`src/rtl/toy_bpu_fetch_rob_pkg.sv`:
```
// Shared types and sizing for the fetch reorder buffer between icache and the BPU filter.
// Latency: n/a (types and constants only).
// Backpressure: n/a.
package toy_bpu_fetch_rob_pkg;

    localparam int FETCH_DATA_WIDTH = 32;
    localparam int BPU_ROB_DEPTH    = 8;
    localparam int BPU_ROB_ID_W     = $clog2(BPU_ROB_DEPTH);

    // Per-slot lifecycle flags; a slot is free when alloc is clear.
    typedef struct packed {
        logic alloc;
        logic acked;
        logic bp2_done;
        logic killed;
    } bpu_rob_slot_t;

endpackage

```
`src/rtl/toy_bpu_rob_slot.sv`:
```
// Flag state for one reorder-buffer slot: allocation, icache ack, bp2 verdict, kill.
// Latency: flags update one cycle after their set strobes.
// Backpressure: none; strobes are pre-qualified by the owning buffer.
module toy_bpu_rob_slot
    import toy_bpu_fetch_rob_pkg::*;
(
    input  logic          clk,
    input  logic          rst_n,
    input  logic          alloc_set,
    input  logic          ack_set,
    input  logic          bp2_set,
    input  logic          bp2_kill,
    input  logic          flush_kill,
    input  logic          free_set,
    output bpu_rob_slot_t st
);

    // Allocation starts a clean lifecycle, release empties the slot, otherwise flags only accumulate.
    always_ff @(posedge clk or negedge rst_n) begin
        if (!rst_n) begin
            st <= '0;
        end else if (alloc_set) begin
            st <= '{alloc: 1'b1, acked: 1'b0, bp2_done: 1'b0, killed: 1'b0};
        end else if (free_set) begin
            st <= '0;
        end else begin
            if (ack_set) begin
                st.acked <= 1'b1;
            end
            if (bp2_set) begin
                st.bp2_done <= 1'b1;
                if (bp2_kill) begin
                    st.killed <= 1'b1;
                end
            end
            if (flush_kill && st.alloc) begin
                st.killed <= 1'b1;
            end
        end
    end

endmodule

```
`src/rtl/toy_bpu_fetch_rob.sv`:
```
// In-order reorder buffer: slots allocated at icache request, completed by tagged ack plus in-order bp2 verdict.
// Latency: 1 cycle from last completion event to filter_vld; 0 cycles when the head ack bypasses (BYPASS_EN).
// Backpressure: head holds while filter_rdy is low; icache_prealloc_rdy drops when all DEPTH slots are occupied.
module toy_bpu_fetch_rob
    import toy_bpu_fetch_rob_pkg::*;
#(
    parameter int   DEPTH     = BPU_ROB_DEPTH,
    parameter int   DATA_W    = FETCH_DATA_WIDTH,
    parameter bit   BYPASS_EN = 1'b1,
    localparam int  ID_W      = $clog2(DEPTH)
) (
    input  logic              clk,
    input  logic              rst_n,
    input  logic              icache_prealloc_vld,
    output logic              icache_prealloc_rdy,
    output logic [ID_W-1:0]   icache_prealloc_id,
    input  logic              icache_ack_vld,
    input  logic [ID_W-1:0]   icache_ack_id,
    input  logic [DATA_W-1:0] icache_ack_pld,
    input  logic              fe_ctrl_bp2_vld,
    input  logic              fe_ctrl_bp2_flush,
    input  logic              fe_ctrl_flush,
    output logic              filter_vld,
    input  logic              filter_rdy,
    output logic [DATA_W-1:0] filter_pld,
    output logic [ID_W:0]     rob_cnt,
    output logic              rob_empty
);

    localparam logic [ID_W-1:0] PTR_ONE  = ID_W'(1);
    localparam logic [ID_W:0]   CNT_ONE  = (ID_W+1)'(1);
    localparam logic [ID_W:0]   CNT_FULL = (ID_W+1)'(DEPTH);

    logic [ID_W-1:0]   alloc_ptr;
    logic [ID_W-1:0]   bp2_ptr;
    logic [ID_W-1:0]   head_ptr;
    logic [ID_W:0]     cnt;
    logic [DATA_W-1:0] pld [DEPTH];

    bpu_rob_slot_t     slot_st [DEPTH];
    bpu_rob_slot_t     head_st;

    logic              alloc_fire;
    logic              bp2_fire;
    logic              ack_head;
    logic              bypass_hit;
    logic              deliver_ok;
    logic              drain;
    logic              rel_fire;
    logic [DEPTH-1:0]  alloc_dec;
    logic [DEPTH-1:0]  ack_dec;
    logic [DEPTH-1:0]  bp2_dec;
    logic [DEPTH-1:0]  rel_dec;

    // Handshake qualification; flush wins over a same-cycle bp2 verdict.
    always_comb begin
        icache_prealloc_rdy = (cnt != CNT_FULL);
        alloc_fire          = icache_prealloc_vld && icache_prealloc_rdy;
        bp2_fire            = fe_ctrl_bp2_vld && !fe_ctrl_flush;
    end

    // Head decision: deliver when complete and live, drain when killed and no longer owed an ack.
    always_comb begin
        head_st    = slot_st[head_ptr];
        ack_head   = icache_ack_vld && (icache_ack_id == head_ptr);
        bypass_hit = BYPASS_EN && ack_head && !head_st.acked;
        deliver_ok = head_st.alloc && head_st.bp2_done && !head_st.killed &&
                     (head_st.acked || bypass_hit);
        filter_vld = deliver_ok && !fe_ctrl_flush;
        filter_pld = bypass_hit ? icache_ack_pld : pld[head_ptr];
        drain      = head_st.alloc && head_st.killed && head_st.acked;
        rel_fire   = (filter_vld && filter_rdy) || drain;
    end

    // Decode pointer/id strobes into per-slot set signals.
    always_comb begin
        alloc_dec = '0;
        ack_dec   = '0;
        bp2_dec   = '0;
        rel_dec   = '0;
        for (int i = 0; i < DEPTH; i++) begin
            alloc_dec[i] = alloc_fire     && (alloc_ptr     == ID_W'(i));
            ack_dec[i]   = icache_ack_vld && (icache_ack_id == ID_W'(i));
            bp2_dec[i]   = bp2_fire       && (bp2_ptr       == ID_W'(i));
            rel_dec[i]   = rel_fire       && (head_ptr      == ID_W'(i));
        end
    end

    for (genvar g = 0; g < DEPTH; g++) begin : g_slot
        toy_bpu_rob_slot u_slot (
            .clk        (clk),
            .rst_n      (rst_n),
            .alloc_set  (alloc_dec[g]),
            .ack_set    (ack_dec[g]),
            .bp2_set    (bp2_dec[g]),
            .bp2_kill   (fe_ctrl_bp2_flush),
            .flush_kill (fe_ctrl_flush),
            .free_set   (rel_dec[g]),
            .st         (slot_st[g])
        );
    end

    // Pointers and occupancy; after a flush bp2 resumes at the first slot allocated from now on.
    always_ff @(posedge clk or negedge rst_n) begin
        if (!rst_n) begin
            alloc_ptr <= '0;
            bp2_ptr   <= '0;
            head_ptr  <= '0;
            cnt       <= '0;
        end else begin
            if (alloc_fire) begin
                alloc_ptr <= alloc_ptr + PTR_ONE;
            end
            if (fe_ctrl_flush) begin
                bp2_ptr <= alloc_ptr;
            end else if (bp2_fire) begin
                bp2_ptr <= bp2_ptr + PTR_ONE;
            end
            if (rel_fire) begin
                head_ptr <= head_ptr + PTR_ONE;
            end
            case ({alloc_fire, rel_fire})
                2'b10:   cnt <= cnt + CNT_ONE;
                2'b01:   cnt <= cnt - CNT_ONE;
                default: cnt <= cnt;
            endcase
        end
    end

    // Capture icache payload into its slot; ids are unique while a response is owed.
    always_ff @(posedge clk or negedge rst_n) begin
        if (!rst_n) begin
            for (int i = 0; i < DEPTH; i++) begin
                pld[i] <= '0;
            end
        end else if (icache_ack_vld) begin
            pld[icache_ack_id] <= icache_ack_pld;
        end
    end

    assign icache_prealloc_id = alloc_ptr;
    assign rob_cnt            = cnt;
    assign rob_empty          = (cnt == '0);

    a_ack_legal: assert property (@(posedge clk) disable iff (!rst_n)
        icache_ack_vld |-> (slot_st[icache_ack_id].alloc && !slot_st[icache_ack_id].acked));
    a_bp2_legal: assert property (@(posedge clk) disable iff (!rst_n)
        bp2_fire |-> ((bp2_ptr != alloc_ptr) || (cnt == CNT_FULL)));
    a_cnt_range: assert property (@(posedge clk) disable iff (!rst_n)
        cnt <= CNT_FULL);
    a_no_underflow: assert property (@(posedge clk) disable iff (!rst_n)
        rel_fire |-> (cnt != '0));
    a_no_overflow: assert property (@(posedge clk) disable iff (!rst_n)
        (alloc_fire && !rel_fire) |-> (cnt != CNT_FULL));

endmodule
```
`config.mk`:
```
export PLATFORM = sky130hd
export DESIGN_NAME = toy_bpu_fetch_rob
export DESIGN_NICKNAME = d
export VERILOG_FILES = /design/src/rtl/toy_bpu_fetch_rob_pkg.sv /design/src/rtl/toy_bpu_rob_slot.sv /design/src/rtl/toy_bpu_fetch_rob.sv
export SDC_FILE = /design/constraint.sdc
export NUM_CORES = 1
export LEC_CHECK = 0
export ABC_CLOCK_PERIOD_IN_PS = 3000
export BUFFER_PORTS_ARGS = -buffer_cell sky130_fd_sc_hd__buf_2
export CORE_UTILIZATION = 50
export DETAILED_ROUTE_END_ITERATION = 6
export HOLD_SLACK_MARGIN = 0.02
export MAX_ROUTING_LAYER = met4
export PLACE_DENSITY = 0.79
export SYNTH_ARGS = -nofsm -noshare
export SYNTH_HDL_FRONTEND = slang
export SYNTH_SLANG_ARGS = --single-unit
export TNS_END_PERCENT = 5
```
`constraint.sdc`:
```
create_clock -name clk -period 3 [get_ports clk]
set_input_delay 0.3 -clock clk [delete_from_list [all_inputs] [get_ports clk]]
set_output_delay 0.3 -clock clk [all_outputs]
set_load 0.01 [all_outputs]
```
# [After elaboration in Yosys (flattened, before gate mapping)]
# Cells that the tools add are included.
[word_totals] regBits=301 input_bits=43 out_inout_bits=42 elab_cells=260
[classes] addsub=5 n_lt_le_gt_ge=3 eq_ne=32 muxes=62 n_bitwise=2 reduce_logical=112
[ops] operator="256-bit bitwise mux" count=1
[ops] operator="32-bit two-way mux" count=4
[ops] operator="32-bit binary-select mux with 3-bit select" count=1
[ops] operator="32-bit demux with 3-bit select" count=1
[ops] operator="4-bit nonzero test" count=16
[ops] operator="1-bit logical AND" count=52
[ops] operator="3-bit equality test (second input constant)" count=16
[ops] operator="3-bit nonzero test" count=16
[ops] operator="4-bit two-way mux" count=10
[ops] operator="3-bit two-way mux" count=10
[ops] operator="1-bit two-way mux" count=25
[ops] operator="3-bit by 2-bit equality test with 1-bit output (second input constant)" count=8
[ops] operator="2-bit nonzero test" count=10
[ops] operator="2-bit two-way mux" count=8
[ops] operator="2-bit AND reduction" count=8
[ops] operator="4-bit binary-select mux with 3-bit select" count=1
[ops] operator="3-bit by 1-bit equality test with 1-bit output (second input constant)" count=4
[ops] operator="3-bit logical NOT" count=4
[ops] operator="3-bit by 1-bit adder with 3-bit output (second input constant)" count=3
[ops] operator="4-bit greater-or-equal comparator (second input constant)" count=2
[ops] operator="3-bit inverter with 4-bit output" count=2
[ops] operator="4-bit one-hot mux with 2 select lines" count=1
[ops] operator="4-bit by 1-bit adder with 4-bit output (second input constant)" count=1
[ops] operator="4-bit logical NOT" count=1
[ops] operator="8 further kinds" count=11

# [Depth between registers and ports, before layout]
# Gate-level depths: netlist (run 1).
[logic_depth] ltp_word=14 mapped_depth=13 ltp_nobuf=11

# [Hierarchy]
# A second synthesis (run 1) with hierarchy kept.
[hier_totals] hier_cells=1283 hier_area_um2=14495.2
[modules_own_cells] module="toy_bpu_fetch_rob" n_inst=1 cells_each=1187 area_per_inst_um2=13304.0 seq_area_each_um2=6731.5
[modules_own_cells] module="toy_bpu_rob_slot" n_inst=8 cells_each=12 area_per_inst_um2=148.9 seq_area_each_um2=100.1

# [Least setup slack after synthesis (run 1)]
# No wires, ideal clock.
[synth_path] path_type="register to register" startpoint="register head_ptr[0]" endpoint="register cnt[3], in the netlist rob_cnt[3]" setup_time_ns=0.129 arrival_ns=3.038 t_required_ns=2.871 setup_slack_ns=-0.167 path_stages_with_launch=14 n_path_buf=2 period_less_slack_ns=3.167 cell_sequence="dfrtp_1 -> buf_6 -> mux4_2 -> mux2_4 -> a31oi_4 -> nor3_4 -> buf_6 -> ha_1 -> ha_1 -> a21o_1 -> a21oi_1 -> xnor2_1 -> nor2_1 -> xor2_1"
[synth_via] elab_chain_len=13 elab_cells_between_ends=22 classes_between="3 x eq/ne; 4 x mux; 1 x bitwise; 14 x reduce/logical"
[synth_lines] element="start, declared" line="toy_bpu_fetch_rob.sv:36" rtl="logic [ID_W-1:0] head_ptr;"
[synth_lines] element="start signal, assigned" line="toy_bpu_fetch_rob.sv:120" rtl="head_ptr <= head_ptr + PTR_ONE;"
[synth_lines] element="3-bit inverter with 4-bit output (not written as such)" line="toy_bpu_fetch_rob.sv:64" rtl="head_st = slot_st[head_ptr];"
[synth_lines] element="4-bit binary-select mux with 3-bit select" line="toy_bpu_fetch_rob.sv:64"
[synth_lines] element="4-bit two-way mux (not written as such) (2 in a row)" line="toy_bpu_fetch_rob.sv:64"
[synth_lines] element="1-bit logical NOT" line="toy_bpu_fetch_rob.sv:66" rtl="bypass_hit = BYPASS_EN && ack_head && !head_st.acked;"
[synth_lines] element="1-bit logical AND" line="toy_bpu_fetch_rob.sv:66"
[synth_lines] element="1-bit logical OR" line="toy_bpu_fetch_rob.sv:68" rtl="(head_st.acked || bypass_hit);"
[synth_lines] element="1-bit logical AND" line="toy_bpu_fetch_rob.sv:67" rtl="deliver_ok = head_st.alloc && head_st.bp2_done && !head_st.killed &&"
[synth_lines] element="1-bit logical AND" line="toy_bpu_fetch_rob.sv:69" rtl="filter_vld = deliver_ok && !fe_ctrl_flush;"
[synth_lines] element="1-bit logical AND" line="toy_bpu_fetch_rob.sv:72" rtl="rel_fire = (filter_vld && filter_rdy) || drain;"
[synth_lines] element="1-bit logical OR (*)" line="toy_bpu_fetch_rob.sv:72"
[synth_lines] element="net rel_fire" line="toy_bpu_fetch_rob.sv:49" rtl="logic rel_fire;"
[synth_lines] element="2-bit by 1-bit equality test with 1-bit output / 2-bit equality test (equally long branches)" line="toy_bpu_fetch_rob.sv:122" rtl="case ({alloc_fire, rel_fire})"
[synth_lines] element="4-bit one-hot mux with 2 select lines / 2-bit nonzero test (equally long branches)"
[synth_lines] element="end signal, assigned" line="toy_bpu_fetch_rob.sv:123" rtl="2'b10: cnt <= cnt + CNT_ONE;"
[synth_lines] element="end signal, assigned" line="toy_bpu_fetch_rob.sv:124" rtl="2'b01: cnt <= cnt - CNT_ONE;"
[synth_lines] element="end signal, assigned" line="toy_bpu_fetch_rob.sv:125" rtl="default: cnt <= cnt;"
[synth_lines] element="end, declared" line="toy_bpu_fetch_rob.sv:37" rtl="logic [ID_W:0] cnt;"
# Mark *: on every way through the listed nets, which the timed path passes. The rest lies on a longest branch. The select of a mux whose other input is x is not followed.
# A chain may end at the register's enable or synchronous reset.

# [Worst setup path in the final report (run 1)]
[layout_path] startpoint="register head_ptr[0]" endpoint="output filter_pld[16]"
[layout_via] elab_chain_len=7 elab_cells_between_ends=12 classes_between="1 x eq/ne; 7 x mux; 1 x bitwise; 3 x reduce/logical"
[layout_lines] element="3-bit inverter with 4-bit output (not written as such)" line="toy_bpu_fetch_rob.sv:64, toy_bpu_fetch_rob.sv:70"
[layout_lines] element="4-bit binary-select mux with 3-bit select" line="toy_bpu_fetch_rob.sv:64"
[layout_lines] element="4-bit two-way mux (not written as such) (2 in a row)" line="toy_bpu_fetch_rob.sv:64"
[layout_lines] element="1-bit logical NOT" line="toy_bpu_fetch_rob.sv:66"
[layout_lines] element="1-bit logical AND" line="toy_bpu_fetch_rob.sv:66"
[layout_lines] element="32-bit two-way mux (*)" line="toy_bpu_fetch_rob.sv:70" rtl="filter_pld = bypass_hit ? icache_ack_pld : pld[head_ptr];"
[layout_lines] element="end, declared" line="toy_bpu_fetch_rob.sv:25" rtl="output logic [DATA_W-1:0] filter_pld,"
# Every way passes the cells marked *; elsewhere a longest branch is shown, timed or not. The select of a mux whose other input is x is not followed.

==> results.json, run 1 <==
{
  "synth_area_per_cell_um2": 11.3,
  "die-height_um": 173,
  "routed_via_density": 5.80,
  "ys_types": 45,
  "cts_buffer_depth": 3,
  "worstSetupEndpointType": "output pin",
  "overflow": 0,
  "start_util_pct": 50.9,
  "htreeDepth": 1,
  "tightest_slew_ps": 870,
  "status": "finished clean",
  "worst-path-buf-inv": 3,
  "cp_cell_sequence": "mux4_2 -> mux2_4 -> nor2b_4 -> buf_12 -> clkbuf_16 -> nand2_1 -> o21ai_1 -> buf_2",
  "tritoncts": "yes",
  "synthArstFlopShare_pct": 100,
  "start_kind": "flop",
  "synth_top_area_share_pct": 51.6,
  "die_w_um": 173,
  "fmax_ghz": 0.337,
  "peakVddDrop_mv": 0.560,
  "cts_made_buffers": 31,
  "cpPeakStageDelay_ps": 510,
  "synth.largest_area_cell": "dfrtp_1",
  "finalHoldViolCount": 0,
  "ioPinCount": 85,
  "slew_viol_final": 0,
  "synth_edf_count": 0,
  "yosys-top-cells-area": "dfrtp_1 (52%), nand2_1 (11%), mux4_2 (11%), mux2_2 (10%), mux2i_1 (2.5%)",
  "worst_ep_arrival_time_ps": 2670,
  "ant_nets": 0,
  "multi_input_area_um2": 6510,
  "route.detailed.drc": 0,
  "firstDrtPassIters": 6,
  "maxCapViolCount": 0,
  "regArea_um2": 7540,
  "finalCriticalPeriod_ps": 2970,
  "netlist_top_cells_count": "nand2_1 (445), dfrtp_1 (301), mux2_2 (130), mux4_2 (69), o21ai_0 (56)",
  "syn_to_final_growth_pct": 16.1,
  "cts.sinks": 301,
  "power.density_nw_per_um2": 966,
  "core_area_um2": 28700,
  "layout_setup_ws_ps": 34.6,
  "cellLeakagePower_nw": 7.91,
  "rsz0062_at_grt": "yes",
  "ys_seq_area_share_pct": 51.6,
  "synth.net_count": 1360,
  "clk_pin_slew_worst_paths_ps": 60,
  "crit_cells": 8,
  "hold_path_depth": 3,
  "yosys_warnings": 0,
  "insertion_delay_ps": 580,
  "clock_skew_ps": 26.2,
  "nets": 1442,
  "io_buffers": 84,
  "max_slew_margin_pct": 41.4,
  "gp_congestion": 0.882,
  "n_fill_cell": 2201,
  "place_area_um2": 15400,
  "grt_max_degree": 82,
  "die_area_um2": 29900,
  "grt_pass1_vias": 10834,
  "r2r_cells": 12,
  "cpLargestDelayFamily": "multiplexers",
  "period_share_pct": 98.8,
  "routed_wl_mm": 37.6,
  "min_path_type": "primary input to flop",
  "crit_type": "flop to output pin",
  "ys_seq_elements": 301,
  "mappedNetlistArea_um2": 14600,
  "cp.required_ps": 2700,
  "drt-initial-drc-count": 877,
  "synth_most_common_cell": "nand2_1",
  "rows": 62,
  "wl_per_cell_um": 21.0,
  "grt_pass1_wl_mm": 58.7,
  "antenna_found_initial": 1,
  "path_max_fanout": 6,
  "synthFlopType": "dfrtp_1",
  "p_total_mw": 16.4,
  "setup_viol": 0,
  "dp_hpwl_mm": 20.9,
  "pre_cts_slack_ps": 102,
  "cp_slowest_cell": "mux4_2",
  "layout-drive-gt1-share_pct": 29.6,
  "grt_usage_pct": 25.5,
  "root_buffer": "clkbuf_16",
  "syn_inst": 1295,
  "vias": 10365,
  "final_design_area_no_fill_um2": 17000
}
report_power, final:
part | switching [mW] | internal, mW
Sequential | 0.703 | 5.06
Clock | 1.67 | 2.31
Combinational | 3.37 | 3.25
Total | 5.74 | 10.6
flip-flops by register name (all words and copies together), names as in the netlist:
signal and cells:
pld 256, rob_cnt 4, bp2_ptr 3, g_slot.u_slot.st 32, icache_prealloc_id 3, head_ptr 3
area by class of cell:
cell class / count / share of cell area, %
clock inverter: 18 / 1.12
sequential: 301 / 44.5
inverter: 22 / 0.487
tap: 384 / 2.83
multi-input combinational: 866 / 38.4
antenna: 1 / 0.0148
timing repair buffer: 155 / 7.53
clock buffer: 40 / 5.13
tightest hold or removal path: cells and delay by family:
family	cells	cell delay (ps)
buffers and inverters	1	150
and+or+nand+nor	2	110
metal layers:
layer  vias to the layer above  track usage (%)  share of wire (%)  wire, um
li1                       4560                -                  -         -
met1                      5304             33.8                 41     15300
met2                       420             41.2                 50     18700
met3                        81             3.25                6.9      2610
met4                         0             7.60                2.7       996
met5                         -                -                  0         0
worst paths after layout:
check | startpoint | to | slack [ps]
max in group asynchronous | rst_n | pld[160] | 1770
worst max register to register | head_ptr[0] | rob_cnt[3] | 130
worst min register to register | pld[18] | pld[18] | 470
worst max-delay path | head_ptr[0] | filter_pld[16] | 30
min in group asynchronous | rst_n | g_slot[1].u_slot.st[3] | 310
worst min-delay path | icache_ack_pld[27] | pld[59] | 40
placed cells by master, fill, tap and decap left out, drive strengths merged, types with 25 or more instances in the layout:
cell type and instances:
nand2 445, o21ai 56, mux4 70, dfrtp 301
mux2 132, mux2i 39, buf 128, inv 25
clkbuf 46
per-stage QoR:
step | cells | TNS (ps) | utilization (%) | hold WS, ps
after floorplan | 1295 | -38.0 | - | 4.41
after global placement | 1692 | 0 | 53.6 | 350
after detailed placement | 1692 | 0 | 53.6 | 323
after CTS | 1773 | -0.0322 | 58.1 | 30.5
after global routing | 1787 | -118 | 59.1 | 38.0
final | 1787 | 0 | 59.1 | 38.6
cells by family after synthesis:
logic type	share of synthesized area, %
AND/OR/NAND/NOR	13.4
XOR/XNOR	0.600
adder cells (fa/ha/maj)	1.94
buffers and inverters	4.31
multiplexers	23.9
AO/OA/AOI/OAI	4.24
flip-flops	51.6
timing repair:
item / 4_1_cts / 5_1_grt
pin swaps: 0 / 2
cloned: 0 / 7
hold buffers: 21 / 0
resized for setup: 4 / 22
setup endpoints to repair: 32 / 29
hold endpoints to repair: 130 / 0
setup buffers: 2 / 6
Power figures use the tool's default switching activity.
==> inputs of run 2 (changes only) <==
--- a/config.mk
+++ b/config.mk
@@ -12,7 +12,9 @@
 export HOLD_SLACK_MARGIN = 0.02
 export MAX_ROUTING_LAYER = met4
 export PLACE_DENSITY = 0.79
+export REMOVE_ABC_BUFFERS = 1
 export SYNTH_ARGS = -nofsm -noshare
 export SYNTH_HDL_FRONTEND = slang
+export SYNTH_HIERARCHICAL = 1
 export SYNTH_SLANG_ARGS = --single-unit
 export TNS_END_PERCENT = 5
==> run 2 against run 1 <==
Against the previous run: sequential power is essentially flat; hold slack got worse by 7.7 ps; sequential cell count unchanged; fmax up 0.96%; die area is 0.68% lower; routed wire length fell by 1.9%; combinational power decreased by 7.4%; synthesized cell count decreased by 0.93%; critical endpoint is now filter_pld[2]; core utilization is 0.16 points higher; register-to-register slack got worse by 60 ps; power shrank 2.0%.
==> results.json, run 2 <==
{
  "status": "finished clean",
  "pre_cts_slack_ps": -38.2,
  "power.density_nw_per_um2": 962,
  "setup_viol": 0,
  "synth_area_per_cell_um2": 11.3,
  "tritoncts": "yes",
  "ys_seq_area_share_pct": 52.0,
  "place_area_um2": 15300,
  "worstSetupEndpointType": "output pin",
  "largest_reg_flops": 256,
  "worst_ep_arrival_time_ps": 2640,
  "cp.required_ps": 2700,
  "clock_skew_ps": 20.1,
  "period_share_pct": 97.9,
  "synthArstFlopShare_pct": 100,
  "netlist_top_cells_count": "nand2_1 (433), dfrtp_1 (301), mux2_2 (131), mux4_2 (70)",
  "mostFrequentLayoutCell": "nand2_1",
  "cpPeakStageDelay_ps": 540,
  "final_design_area_no_fill_um2": 16700,
  "grt_pass1_wl_mm": 57.1,
  "fmax_ghz": 0.340,
  "ys_types": 37,
  "max_flop_register": "pld",
  "tightest_slew_ps": 739,
  "mappedNetlistArea_um2": 14500,
  "syn_to_final_growth_pct": 15.1,
  "cts_made_buffers": 31,
  "synth.largest_area_cell": "dfrtp_1",
  "ioPinCount": 85,
  "start_util_pct": 51.5,
  "drt-initial-drc-count": 980,
  "nets": 1413,
  "synth_most_common_cell": "nand2_1",
  "grt_max_degree": 75,
  "die_area_um2": 29700,
  "clk_pin_slew_worst_paths_ps": 60,
  "gp_congestion": 0.881,
  "holdWs_ps": 30.9,
  "path_max_fanout": 8,
  "firstDrtPassIters": 5,
  "yosys-top-cells-area": "dfrtp_1 (52%), nand2_1 (11%), mux4_2 (11%), mux2_2 (10%), mux2i_1 (2.6%)",
  "yosys_warnings": 6,
  "cts_buffer_depth": 3,
  "insertion_delay_ps": 570,
  "finalCriticalPeriod_ps": 2940,
  "ys_seq_elements": 301,
  "mostFrequentLayoutCells": "nand2_1 (428), dfrtp_1 (299), mux2_2 (131)",
  "synth_top_area_share_pct": 52.0,
  "htreeDepth": 1,
  "antenna_found_initial": 4,
  "routed_wl_mm": 36.9,
  "grt_pass1_vias": 10590,
  "maxCapViolCount": 0,
  "layout_setup_ws_ps": 62.8,
  "synth_edf_count": 0,
  "routed_via_density": 5.75,
  "route.detailed.drc": 0,
  "finalHoldViolCount": 0,
  "n_fill_cell": 2146,
  "min_path_type": "primary input to flop",
  "overflow": 0,
  "cp_slowest_cell": "mux4_2",
  "cp_cell_sequence": "mux4_2 -> mux2i_4 -> nor2b_4 -> buf_6 -> buf_16 -> o21ai_0 -> buf_2",
  "io_buffers": 84,
  "final_util_pct": 59.2,
  "die_w_um": 172,
  "root_buffer": "clkbuf_16",
  "vias": 10086,
  "dp_hpwl_mm": 20.9,
  "start_kind": "flop",
  "slew_viol_final": 0,
  "synthFlopType": "dfrtp_1",
  "max_slew_margin_pct": 50.7,
  "grt_usage_pct": 25.9,
  "cts.sinks": 301,
  "layout-drive-gt1-share_pct": 30.6,
  "cellLeakagePower_nw": 7.89,
  "rows": 61,
  "die-height_um": 172,
  "ant_nets": 0,
  "core_area_um2": 28200,
  "rsz0062_at_grt": "yes",
  "peakVddDrop_mv": 0.870,
  "wl_per_cell_um": 21.0,
  "crit_type": "flop to output pin",
  "syn_inst": 1283,
  "p_total_mw": 16.0
}
[run 2: critical path, delay by kind of cell (launching register included)]
family / cells / cell delay, ps
AND/OR/NAND/NOR: 1 / 270
AO/OA/AOI/OAI: 1 / 150
multiplexers: 2 / 690
flip-flops: 1 / 480
buffers and inverters: 3 / 480
[run 2: worst paths after layout]
| check | cells past startpoint | startpoint | end | slack [ps] |
|---|---|---|---|---|
| worst max-delay path | 7 | head_ptr[0] | filter_pld[2] | 60 |
| worst min-delay path | 3 | icache_ack_pld[25] | pld[57] | 30 |
| worst max register to register | 13 | head_ptr[0] | rob_cnt[3] | 70 |
| worst min register to register | 2 | pld[37] | pld[37] | 470 |
| max in group asynchronous | 3 | rst_n | pld[58] | 1770 |
| min in group asynchronous | 2 | rst_n | bp2_ptr[1] | 270 |
[run 2: final cells by class]
cell class,count,area [um2],share of cell area (%)
Sequential cell,301,7540,45.2
Multi-Input combinational cell,853,6430,38.6
Timing Repair Buffer,135,1020,6.10
Clock buffer,43,881,5.28
Tap cell,378,473,2.84
Clock inverter,14,224,1.34
Inverter,26,97.6,0.585
Antenna cell,4,10.0,0.0600
[run 2: through the flow]
stage,std cells,TNS [ps]
final,1754,0
after global routing,1754,-545
after CTS,1740,-1020
after detailed placement,1679,-38.2
after global placement,1679,-26.4
after floorplan,1180,-203840
[run 2: cell families (layout without fill, tap and decap cells)]
logic type | after synthesis | count (layout) | synth area share [%]
AOI/OAI and AO/OA | 62 | 62 | 3.03
xor gates and xnor gates | 10 | 10 | 0.604
adders and majority gates | 22 | 22 | 1.95
buffers and inverters | 129 | 218 | 4.37
DFF | 301 | 301 | 52.0
muxes | 239 | 239 | 23.7
other | 0 | 4 | 0
and+or+nand+nor | 520 | 520 | 14.4
[run 2: repair_timing]
action / CTS / global route
buffers inserted: 0 / 7
pin swaps: 0 / 4
resized for setup: 7 / 37
hold endpoints to repair: 57 / 0
endpoints found under the setup margin: 33 / 34
hold buffers: 2 / 0
gates cloned: 2 / 3
[run 2: metal layers]
layer	part of all wire (%)	GRT usage, %	wire [um]
met1	41	33.2	15200
met2	50	43.0	18400
met3	6.4	3.89	2340
met4	2.5	7.27	924
met5	0	-	0
[run 2: report_power, final]
group | switching, mW | internal (mW) | total (mW)
Sequential | 0.683 | 5.07 | 5.75
Combinational | 3.03 | 3.10 | 6.13
Clock | 1.61 | 2.55 | 4.17
==> inputs of run 3 (changes only) <==
--- a/config.mk
+++ b/config.mk
@@ -11,10 +11,9 @@
 export DETAILED_ROUTE_END_ITERATION = 6
 export HOLD_SLACK_MARGIN = 0.02
 export MAX_ROUTING_LAYER = met4
-export PLACE_DENSITY = 0.79
+export PLACE_DENSITY = 0.67
 export REMOVE_ABC_BUFFERS = 1
 export SYNTH_ARGS = -nofsm -noshare
 export SYNTH_HDL_FRONTEND = slang
-export SYNTH_HIERARCHICAL = 1
 export SYNTH_SLANG_ARGS = --single-unit
 export TNS_END_PERCENT = 5
==> run 3 against run 2 <==
Against the previous run: clock skew is 16 ps lower; sequential cell count stayed put; critical path depth is 6 higher; first-iteration DRC count is 14% lower; sequential share of layout area is 0.47 points lower; non-clock buffer count is 2 higher; cell count is 0.80% higher; fmax is 0.41% higher; worst setup slack better by 12 ps; critical path type is now flop to flop; largest cell class unchanged; largest power group unchanged.
==> results.json, run 3 (synthesized netlist as in run 1, its figures left out) <==
{
  "crit_top_cell": "buf_6",
  "peakVddDrop_mv": 0.617,
  "finalHoldViolCount": 0,
  "routed_wl_mm": 36.4,
  "clk_pin_slew_worst_paths_ps": 60,
  "period_share_pct": 97.5,
  "core_area_um2": 28700,
  "syn_to_final_growth_pct": 15.5,
  "die_area_um2": 29900,
  "dp_hpwl_mm": 20.5,
  "worstSetupEndpointType": "flop",
  "path_max_fanout": 5,
  "firstDrtPassIters": 5,
  "internal_power_mw": 10.7,
  "die-height_um": 173,
  "cpPeakStageDelay_ps": 510,
  "power.density_nw_per_um2": 968,
  "cp_slowest_cell": "dfrtp_4",
  "max_slew_margin_pct": 44.7,
  "r2r_setup_slack_ps": 70,
  "holdWs_ps": 92.4,
  "rows": 62,
  "wl_per_cell_um": 20.6,
  "cp_cell_sequence": "buf_6 -> buf_6 -> mux2i_2 -> a221oi_2 -> a31oi_4 -> nor3_4 -> ha_2 -> ha_4 -> a21o_1 -> a21oi_2 -> xnor2_1 -> nor2_1 -> xor2_1",
  "worst_ep_arrival_time_ps": 3310,
  "insertion_delay_ps": 500,
  "grt_max_degree": 71,
  "netSwitchingPower_mw": 5.57,
  "antenna_found_initial": 0,
  "start_util_pct": 50.9,
  "cts_buffer_depth": 3,
  "maxCapViolCount": 0,
  "layout-drive-gt1-share_pct": 30.2,
  "routed_via_density": 5.64,
  "largest_reg_flops": 256,
  "crit_type": "flop to flop",
  "fin_setup_tns_ps": 0,
  "grt_usage_pct": 25.3,
  "cts_made_buffers": 34,
  "n_fill_cell": 2383,
  "max_flop_register": "pld",
  "p_comb_share_pct": 40.2,
  "ant_nets": 0,
  "overflow": 0,
  "final_util_pct": 58.7,
  "instances_no_fill": 1768,
  "slew_viol_final": 0,
  "final_design_area_no_fill_um2": 16900,
  "vias": 9966,
  "swShare_pct": 34.1,
  "io_buffers": 84,
  "drt-initial-drc-count": 844,
  "gp_congestion": 0.868,
  "root_buffer": "clkbuf_16",
  "grt_pass1_wl_mm": 57.4,
  "pwr-share-seq_pct": 35.1,
  "nets": 1427,
  "rsz0062_at_grt": "yes",
  "die_w_um": 173,
  "min_path_type": "primary input to flop",
  "dp.cells": 1696,
  "setup_viol": 0,
  "pwr-share-clk_pct": 24.6,
  "tritoncts": "yes",
  "grt_pass1_vias": 10237,
  "fmax_ghz": 0.342,
  "place_area_um2": 15400,
  "cts.sinks": 301,
  "clock_skew_ps": 3.96,
  "mostFrequentLayoutCells": "nand2_1 (443), dfrtp_1 (299), mux2_2 (129)",
  "mostFrequentLayoutCell": "nand2_1",
  "cellLeakagePower_nw": 7.84,
  "route.detailed.drc": 0,
  "tightest_slew_ps": 830,
  "status": "finished clean",
  "start_kind": "flop",
  "htreeDepth": 2,
  "finalCriticalPeriod_ps": 2930,
  "ioPinCount": 85,
  "cp.required_ps": 3380
}
## run 3: final timing paths
kind / startpoint / end / depth (start not counted)
min in group asynchronous: rst_n / pld[157] / 2
hold reg to reg: pld[150] / pld[150] / 2
setup reg to reg: head_ptr[0] / rob_cnt[3] / 13
max in group asynchronous: rst_n / pld[182] / 3
hold / removal: icache_ack_pld[24] / pld[56] / 3
setup / recovery: head_ptr[0] / rob_cnt[3] / 13
## run 3: repair_timing
action | CTS | global route
setup endpoints to repair | 32 | 33
hold endpoints to repair | 65 | 0
hold buffers | 1 | 0
pin swaps | 2 | 9
cloned | 2 | 5
gates resized for setup | 12 | 28
setup buffers | 4 | 3
## run 3: through the flow
step | total power, mW | setup slack, ps
floorplan | 10.0 | -3550
global placement | 11.8 | 106
detailed placement | 11.9 | 64.1
CTS | 16.1 | -71.7
global route | 17.2 | -29.5
finish | 16.3 | 74.7
## run 3: final cells by class
| cell class | instances | area [um2] | share of cell area, % |
|---|---|---|---|
| Inverter | 22 | 82.6 | 0.490 |
| Clock inverter | 5 | 56.3 | 0.334 |
| Timing Repair Buffer | 137 | 1130 | 6.73 |
| Clock buffer | 52 | 1020 | 6.05 |
| Sequential cell | 301 | 7540 | 44.7 |
| Tap cell | 384 | 480 | 2.85 |
| Multi-Input combinational cell | 866 | 6540 | 38.8 |
| Antenna cell | 1 | 2.50 | 0.0148 |
## run 3: power by group through the flow
stage                     combinational [mW]  clock [mW]  sequential [mW]
after floorplan                         4.10           0             5.90
after global placement                  6.07           0             5.73
after detailed placement                6.17           0             5.77
after CTS                               6.36        4.09             5.70
after global routing                    7.12        4.27             5.85
final                                   6.56        4.02             5.73
## run 3: metal layers
| layer | GRT usage, % | up-vias | part of all wire (%) |
|---|---|---|---|
| met5 | - | - | 0 |
| met4 | 5.27 | 0 | 1.4 |
| met3 | 4.31 | 43 | 5.8 |
| met2 | 39.4 | 283 | 48 |
| met1 | 35.3 | 5111 | 45 |
| li1 | - | 4529 | - |
## run 3: critical path: cells and delay by family (launching register included)
kind                     cells  cell delay [ps]
AO/OA/AOI/OAI                4              800
XOR/XNOR                     2              270
adder cells (fa/ha/maj)      2              440
buffers and inverters        2              260
flip-flops                   1              510
multiplexers                 1              150
AND/OR/NAND/NOR              2              360
